**src/rtl/count_ctrl_pkg.sv**
```systemverilog
// count_ctrl_pkg
//   Shared definitions for the count-enable controller slice:
//   FSM state encoding and default widths of the burst-length and
//   prescale datapaths.
package count_ctrl_pkg;

    localparam int unsigned LEN_W_DEF = 8;
    localparam int unsigned PRE_W_DEF = 8;

    typedef enum logic [1:0] {
        IDLE = 2'd0,
        RUN  = 2'd1,
        DONE = 2'd2
    } state_t;

endpackage

```
**src/rtl/count_enable_ctrl_if.sv**
```systemverilog
// count_enable_ctrl_if
//   Request/status bundle between a burst requester (master) and the
//   count-enable controller (slave).
//     start     : burst request, sampled on clk
//     stop      : abort request, sampled on clk
//     burst_len : enable pulses per burst, latched at start
//     prescale  : idle cycles between pulses, latched at start
//     enable    : registered count-enable for the downstream counter
//     busy      : registered, high while a burst is in progress
//     done      : registered one-cycle completion pulse
interface count_enable_ctrl_if
    import count_ctrl_pkg::*;
#(
    parameter int unsigned LEN_W = LEN_W_DEF,
    parameter int unsigned PRE_W = PRE_W_DEF
);
    logic             start;
    logic             stop;
    logic [LEN_W-1:0] burst_len;
    logic [PRE_W-1:0] prescale;
    logic             enable;
    logic             busy;
    logic             done;

    modport master (
        output start, stop, burst_len, prescale,
        input  enable, busy, done
    );

    modport slave (
        input  start, stop, burst_len, prescale,
        output enable, busy, done
    );
endinterface

```
**src/rtl/enable_prescaler.sv**
```systemverilog
// enable_prescaler
//   Free-running prescale counter. tick is high whenever the count equals
//   pre_q; clr returns the count to zero on the next edge.
//     clk   : clock, rising edge
//     reset : asynchronous active-high reset
//     clr   : synchronous clear of the count
//     pre_q : latched prescale value
//     tick  : count has reached pre_q (combinational)
module enable_prescaler
    import count_ctrl_pkg::*;
#(
    parameter int unsigned PRE_W = PRE_W_DEF
) (
    input  logic             clk,
    input  logic             reset,
    input  logic             clr,
    input  logic [PRE_W-1:0] pre_q,
    output logic             tick
);
    logic [PRE_W-1:0] pre_cnt;

    always_ff @(posedge clk or posedge reset) begin
        if (reset) begin
            pre_cnt <= '0;
        end else if (clr) begin
            pre_cnt <= '0;
        end else begin
            pre_cnt <= pre_cnt + PRE_W'(1);
        end
    end

    assign tick = (pre_cnt == pre_q);
endmodule

```
**src/rtl/count_enable_ctrl.sv**
```systemverilog
// count_enable_ctrl
//   Issues a burst of burst_len registered enable pulses to a downstream
//   counter, spaced prescale+1 cycles apart, then a one-cycle done pulse.
//   stop aborts a running burst without done; reset aborts immediately.
//     clk   : clock, rising edge
//     reset : asynchronous active-high reset
//     bus   : count_enable_ctrl_if slave (start, stop, burst_len,
//             prescale in; enable, busy, done out)
//   Build option: COUNT_ENABLE_PRESCALE_EN includes the prescaler. Without
//   it the prescale input is ignored and pulses are on consecutive cycles.
module count_enable_ctrl
    import count_ctrl_pkg::*;
#(
    parameter int unsigned LEN_W = LEN_W_DEF,
    parameter int unsigned PRE_W = PRE_W_DEF
) (
    input  logic               clk,
    input  logic               reset,
    count_enable_ctrl_if.slave bus
);
    state_t           state_q, state_d;
    logic [LEN_W-1:0] rem_q, rem_d;
    logic             enable_q, enable_d;
    logic             busy_q, busy_d;
    logic             done_q, done_d;
    logic             accept;
    logic             tick;

    // A zero-length request is not a burst at all.
    assign accept = bus.start && (bus.burst_len != '0);

`ifdef COUNT_ENABLE_PRESCALE_EN
    logic [PRE_W-1:0] pre_q;
    logic             clr;

    always_ff @(posedge clk or posedge reset) begin
        if (reset) begin
            pre_q <= '0;
        end else if (state_q == IDLE && accept) begin
            pre_q <= bus.prescale;
        end
    end

    // Held at zero outside RUN so every burst starts from a fresh count.
    assign clr = (state_q != RUN) || tick || bus.stop;

    enable_prescaler #(.PRE_W(PRE_W)) u_prescaler (
        .clk   (clk),
        .reset (reset),
        .clr   (clr),
        .pre_q (pre_q),
        .tick  (tick)
    );
`else
    logic [PRE_W-1:0] unused_prescale;
    assign unused_prescale = bus.prescale;
    assign tick            = 1'b1;
`endif

    always_comb begin
        state_d  = state_q;
        rem_d    = rem_q;
        enable_d = 1'b0;
        busy_d   = 1'b0;
        done_d   = 1'b0;
        case (state_q)
            IDLE: begin
                if (accept) begin
                    state_d = RUN;
                    rem_d   = bus.burst_len;
                    busy_d  = 1'b1;
                end
            end
            RUN: begin
                // stop outranks a pulse due on the same edge, including the last.
                if (bus.stop) begin
                    state_d = IDLE;
                    rem_d   = '0;
                end else begin
                    busy_d = 1'b1;
                    if (tick) begin
                        enable_d = 1'b1;
                        rem_d    = rem_q - LEN_W'(1);
                        if (rem_q == LEN_W'(1)) begin
                            state_d = DONE;
                        end
                    end
                end
            end
            DONE: begin
                done_d  = 1'b1;
                state_d = IDLE;
            end
            default: begin
                state_d = IDLE;
                rem_d   = '0;
            end
        endcase
    end

    always_ff @(posedge clk or posedge reset) begin
        if (reset) begin
            state_q  <= IDLE;
            rem_q    <= '0;
            enable_q <= 1'b0;
            busy_q   <= 1'b0;
            done_q   <= 1'b0;
        end else begin
            state_q  <= state_d;
            rem_q    <= rem_d;
            enable_q <= enable_d;
            busy_q   <= busy_d;
            done_q   <= done_d;
        end
    end

    assign bus.enable = enable_q;
    assign bus.busy   = busy_q;
    assign bus.done   = done_q;
endmodule

```
**src/flat_wrapper.sv**
```systemverilog
// flat-port wrapper written by rule: the top's interface ports become plain ports
module count_enable_ctrl_flat import count_ctrl_pkg::*;
#(
    parameter int unsigned LEN_W = LEN_W_DEF,
    parameter int unsigned PRE_W = PRE_W_DEF
)
  (clk, reset, bus_start, bus_stop, bus_burst_len, bus_prescale, bus_enable, bus_busy, bus_done);
  count_enable_ctrl_if #(.LEN_W(LEN_W), .PRE_W(PRE_W)) bus_i ();
  input  logic clk;
  input  logic reset;
  input wire logic [$bits(bus_i.start)-1:0] bus_start;
  input wire logic [$bits(bus_i.stop)-1:0] bus_stop;
  input wire logic [$bits(bus_i.burst_len)-1:0] bus_burst_len;
  input wire logic [$bits(bus_i.prescale)-1:0] bus_prescale;
  output wire logic [$bits(bus_i.enable)-1:0] bus_enable;
  output wire logic [$bits(bus_i.busy)-1:0] bus_busy;
  output wire logic [$bits(bus_i.done)-1:0] bus_done;
  assign bus_i.start = bus_start;
  assign bus_i.stop = bus_stop;
  assign bus_i.burst_len = bus_burst_len;
  assign bus_i.prescale = bus_prescale;
  assign bus_enable = bus_i.enable;
  assign bus_busy = bus_i.busy;
  assign bus_done = bus_i.done;
  count_enable_ctrl #(.LEN_W(LEN_W), .PRE_W(PRE_W)) u_core (.clk(clk), .reset(reset), .bus(bus_i));
endmodule
```
**config.mk**
```make
export PLATFORM = sky130hd
export DESIGN_NAME = count_enable_ctrl_flat
export DESIGN_NICKNAME = d
export VERILOG_FILES = /design/src/rtl/count_ctrl_pkg.sv /design/src/rtl/count_enable_ctrl_if.sv /design/src/rtl/enable_prescaler.sv /design/src/rtl/count_enable_ctrl.sv /design/src/flat_wrapper.sv
export SDC_FILE = /design/constraint.sdc
export NUM_CORES = 1
export LEC_CHECK = 0
export ABC_AREA = 1
export ABC_CLOCK_PERIOD_IN_PS = 1150
export BUFFER_PORTS_ARGS = -buffer_cell sky130_fd_sc_hd__buf_2
export CORE_UTILIZATION = 45
export DETAILED_ROUTE_END_ITERATION = 12
export PLACE_DENSITY = 0.8
export REMOVE_ABC_BUFFERS = 1
export SLEW_MARGIN = 10
export SYNTH_ARGS = -nofsm -noshare
export SYNTH_HDL_FRONTEND = slang
export SYNTH_SLANG_ARGS = --single-unit
```
**constraint.sdc**
```tcl
create_clock -name clk -period 1.15 [get_ports clk]
set_input_delay 0.0575 -clock clk [delete_from_list [all_inputs] [get_ports clk]]
set_output_delay 0.0575 -clock clk [all_outputs]
set_load 0.05 [all_outputs]
```
# After elaboration in Yosys (flattened, before gate mapping)
# Cells that the tools add are included.
[op_classes]
add_sub_neg = 1
eq_ne = 5
muxes = 12
n_bitwise = 1
n_reduce_logical = 5
[ops]
columns = ["operator", "n"]
rows = [
  ["8-bit one-hot mux with 3 select lines", 1],
  ["8-bit 2-to-1 mux", 2],
  ["8-bit by 1-bit equality test with 1-bit output, second input constant", 1],
  ["8-bit nonzero test", 1],
  ["8-bit by 1-bit subtractor with 8-bit output, second input constant", 1],
  ["2-bit 2-to-1 mux", 3],
  ["1-bit 2-to-1 mux", 4],
  ["2-bit one-hot mux with 2 select lines", 1],
  ["2-bit AND reduction", 2],
  ["3-bit by 2-bit != test with 1-bit output, second input constant", 1],
  ["2-bit by 1-bit equality test with 1-bit output, second input constant", 1],
  ["2-bit equality test, second input constant", 1],
  ["2-bit zero test", 1],
  ["2-bit by 1-bit != test with 1-bit output, second input constant", 1],
  ["1-bit one-hot mux with 2 select lines", 1],
  ["1-bit logical AND", 1],
  ["1-bit inverter", 1],
]
[word_totals]
reg_bits = 13
inputBits = 20
output_inout_bits = 3
elab_cells = 29

# Longest topological paths before layout
[logic_depth]
ltp_word = 4
ltp_mapped = 9
mapped_depth_nobuf = 9

# Least setup slack after synthesis
# OpenSTA, ideal clock, no wires.
[synth_timing]
path_kind = "reg2reg"
start = "reg u_core.rem_q[0]"
end = "reg u_core.rem_q[4]"
setup_ps = 74
arrival_time_ps = 1099
required_ps = 1076
path_slack_ps = -23
path_stages_with_launch = 9
path_buffers = 0
period_less_slack_ps = 1173
cell_sequence = "dfrtp_1 > inv_1 > ha_1 > nand2_1 > nand2_1 > nand2_1 > o21ai_1 > nand2_1 > o21ai_2"
[synth_between]
elab_chain_len = 3
[synth_rtl]
columns = ["item", "line_no", "rtl"]
rows = [
  ["start: declaration", "count_enable_ctrl.sv:22", "logic [LEN_W-1:0] rem_q, rem_d;"],
  ["start signal: assignment", "count_enable_ctrl.sv:110", "rem_q <= rem_d;"],
  ["8-bit by 1-bit subtractor with 8-bit output", "count_enable_ctrl.sv:83", "rem_d = rem_q - LEN_W'(1);"],
  ["8-bit 2-to-1 mux", "count_enable_ctrl.sv:76", "if (bus.stop) begin"],
  ["8-bit one-hot mux with 3 select lines", "count_enable_ctrl.sv:66", "case (state_q)"],
]
# No other way between the ends.
# A chain may end at the register's enable or synchronous reset.

# Final worst setup path
[layout_timing]
start = "reg u_core.rem_q[1]"
end = "reg u_core.rem_q[7]"
# The elaborated chain is that of the path after synthesis.

==> reports/metrics.csv <==
stage;metric;value;unit
cells_and_area;most frequent cells in the layout;nand2_1 (32), buf_4 (16), buf_2 (14);
logic_synthesis;top-area cell type share of the netlist area;0.404;
timing;FMAX;0.818;GHz
die;die extent in y;44.3;um
routing;1st-iter DRT viols;52;
place;DP Area;962;sq um
cells_and_area;fraction of layout cells with a size suffix above 1;0.476;
grt;grt ovf;0;
grt;vias in the first global route;831;
place;Placed Cells;155;
timing;Worst Tran Pin Value;532;ps
critical_path;crit start category;flip-flop;
timing;Final Cycle Share;1.06;
critical_path;Critical Path RT;1380;ps
cells_and_area;commonest non-fill, non-tap cell in the layout;nand2_1;
place;HPWL Detailed;1.50;mm
grt;first-pass GRT wire length;3.59;mm
cells_and_area;NumNets Final;168;
logic_synthesis;#FFs+latches synth;13;
logic_synthesis;Seq/Total Area, Yosys;0.404;
grt;antenna violations before repair;0;
cells_and_area;Finished Cell Area;0.00117;sq mm
routing;post-route ant nets;0;
logic_synthesis;Mean Syn Cell Area;7.39;sq um
grt;most used routing layer;met2;
routing;number of detailed-route iterations in the first pass;4;
power_and_ir_drop;pwr/cell area;2000;mW/mm^2
grt;gr usage total;0.254;
timing;Tmin final;1220;ps
logic_synthesis;top post-synthesis cells by area;dfrtp_1 (40%), nand2_1 (16%), nand3_1 (6.8%);
clocking;CTS H-tree depth;1;
timing;aggregate negative setup slack;-217;ps
cells_and_area;Fill cells;118;
clocking;CTS max path bufs;2;
timing;Hold Vio Cnt, Final;0;
logic_synthesis;Synth cell types;16;
timing;relative slew slack;0.645;
timing;RSZ-0062 raised after global routing;yes;
clocking;Worst-Skew Late Latency;290;ps
timing;# setup viols final;6;
logic_synthesis;Ys Warns;0;
timing;Hold Slack;13.4;ps
logic_synthesis;Synth area leader;dfrtp_1;
cells_and_area;Reg area;329;sq um
place;Final GP Congestion;0.847;
cells_and_area;Antenna Cells;0;
grt;met2 Track Usage GR;0.426;
critical_path;CP endpoint kind;flip-flop;
critical_path;critical path class;reg -> reg;
hold_path;Worst Hold Class;in -> reg;
critical_path;FF-to-FF path depth;8;
routing;via/cell ratio;5.19;
place;PortBufs;14;
power_and_ir_drop;peak supply drop;1.19;mV
die;chip width;44.3;um
routing;wire per inst;14.1;um
timing;Pins Over Slew Limit;0;
hold_path;Hold Crit Depth;2;
grt;M1 GR Usage;0.316;
critical_path;crit-path max cell delay;420;ps
die;Ports;23;
run;number of max-cap violations;0;
critical_path;CP arrival;1460;ps
critical_path;slowest CP cell;dfrtp_1;
logic_synthesis;Mapped Area;806;sq um
critical_path;cell chain of the critical path;buf_4 > nor2_1 > nand2_1 > o21ai_1 > nand3_1 > nand2_1 > nand2_1 > nand2_1;
critical_path;crit-path most repeated cell;nand2_1;
grt;met3 global-route usage;0.0449;
clocking;CTS tree;built;
die;Cell Rows;14;
clocking;Root Buffer;clkbuf_4;
power_and_ir_drop;overall power;2.34;mW
die;Initial Util;0.505;
grt;largest net degree at the start of global routing;14;
run_status;failing checks;negative setup slack;
clocking;CTS Buf Count;3;
die;CORE AREA;0.00159;sq mm
routing;Vias;877;
cells_and_area;area growth from synthesis to layout;45.5;%
routing;final wirelength;2.39;mm
power_and_ir_drop;P_leak;0.611;nW
timing;Worst Slack Setup Final;-71.9;ps
clocking;Worst-path clk slew;90;ps
die;die area;0.00196;sq mm
clocking;CTS sink count;13;
critical_path;CP Max Fanout;2;
timing;worst clock skew;10.8;ps
run_status;outcome;complete, but fails checks;
logic_synthesis;Synth Instances;109;
routing;Residual DRC;0;
cells_and_area;Layout Cells excl Fill;169;
cells_and_area;Multi-input gate area;524;sq um
## layer usage
metal | vias up | wire length [um]
met5 | - | 0
met4 | 0 | 60
met3 | 7 | 97
met2 | 29 | 1240
met1 | 425 | 989
li1 | 416 | -
## area by class of cell
cell class                      instances  area share
Timing Repair Buffer                   32       0.180
Tap cell                               24      0.0256
Inverter                               13      0.0438
Clock buffer                            4      0.0224
Sequential cell                        13       0.281
Multi-Input combinational cell         83       0.447
## metrics by stage
stage / util / setup slack, ps
finish: 0.735 / -71.9
global route: 0.735 / -140
CTS: 0.678 / -5.15
detailed placement: 0.604 / -126
global placement: 0.604 / -43.3
floorplan: - / -37.3
## worst paths after layout
kind | start | slack [ps] | endpoint
setup reg to reg | u_core.rem_q[1]$_DFFE_PP0P_ | -70 | u_core.rem_q[7]$_DFFE_PP0P_
max in group asynchronous | reset | 410 | u_core.state_q[0]$_DFFE_PP0P_
hold reg to reg | u_core.state_q[0]$_DFFE_PP0P_ | 530 | u_core.bus.done$_DFF_PP0_
min in group asynchronous | reset | 340 | u_core.rem_q[7]$_DFFE_PP0P_
setup / recovery | u_core.rem_q[1]$_DFFE_PP0P_ | -70 | u_core.rem_q[7]$_DFFE_PP0P_
hold / removal | bus_stop | 10 | u_core.bus.enable$_DFF_PP0_
## synthesized netlist by cell type
cell and count:
xnor2_1 1, o21ai_2 5, ha_1 2, nor2_1 12
dfrtp_1 13, inv_1 10, nand3_1 11, nand3_2 1
o21ai_1 5, nor2_8 1, nand2_2 4, inv_2 3
nor2_2 2, buf_6 1, nand4_1 3, nand2_1 35
## cell families after synthesis
| logic type | after synthesis | share of synthesized area |
|---|---|---|
| xor+xnor | 1 | 0.0109 |
| simple gates | 69 | 0.394 |
| compound gates | 10 | 0.0854 |
| fa+ha+maj | 2 | 0.0311 |
| flops | 13 | 0.404 |
| buf+inv | 14 | 0.0745 |
## registers in the layout, summed over array words and instances (netlist names)
name,cells
u_core.state_q,2
u_core.rem_q,8
u_core.bus.done,1
u_core.bus.busy,1
u_core.bus.enable,1
## report_power, final
part,switching (mW),internal (mW)
combinational,0.745,0.574
clock,0.164,0.135
sequential,0.147,0.580
## worst max-delay path, delay by kind of cell, from the launching register on
kind                   cells  cell delay, ps
and+or+nand+nor            6             470
DFF                        1             420
buffers and inverters      1             140
AOI/OAI and AO/OA          1             140
## repair_timing
action,in CTS,in global routing
resized for setup,13,16
endpoints found under the hold margin,13,0
setup buffers,5,4
hold buffers,1,0
pin swaps,9,18
setup endpoints to repair,8,10
gates cloned,0,1
(Power assumes the default switching activity.)
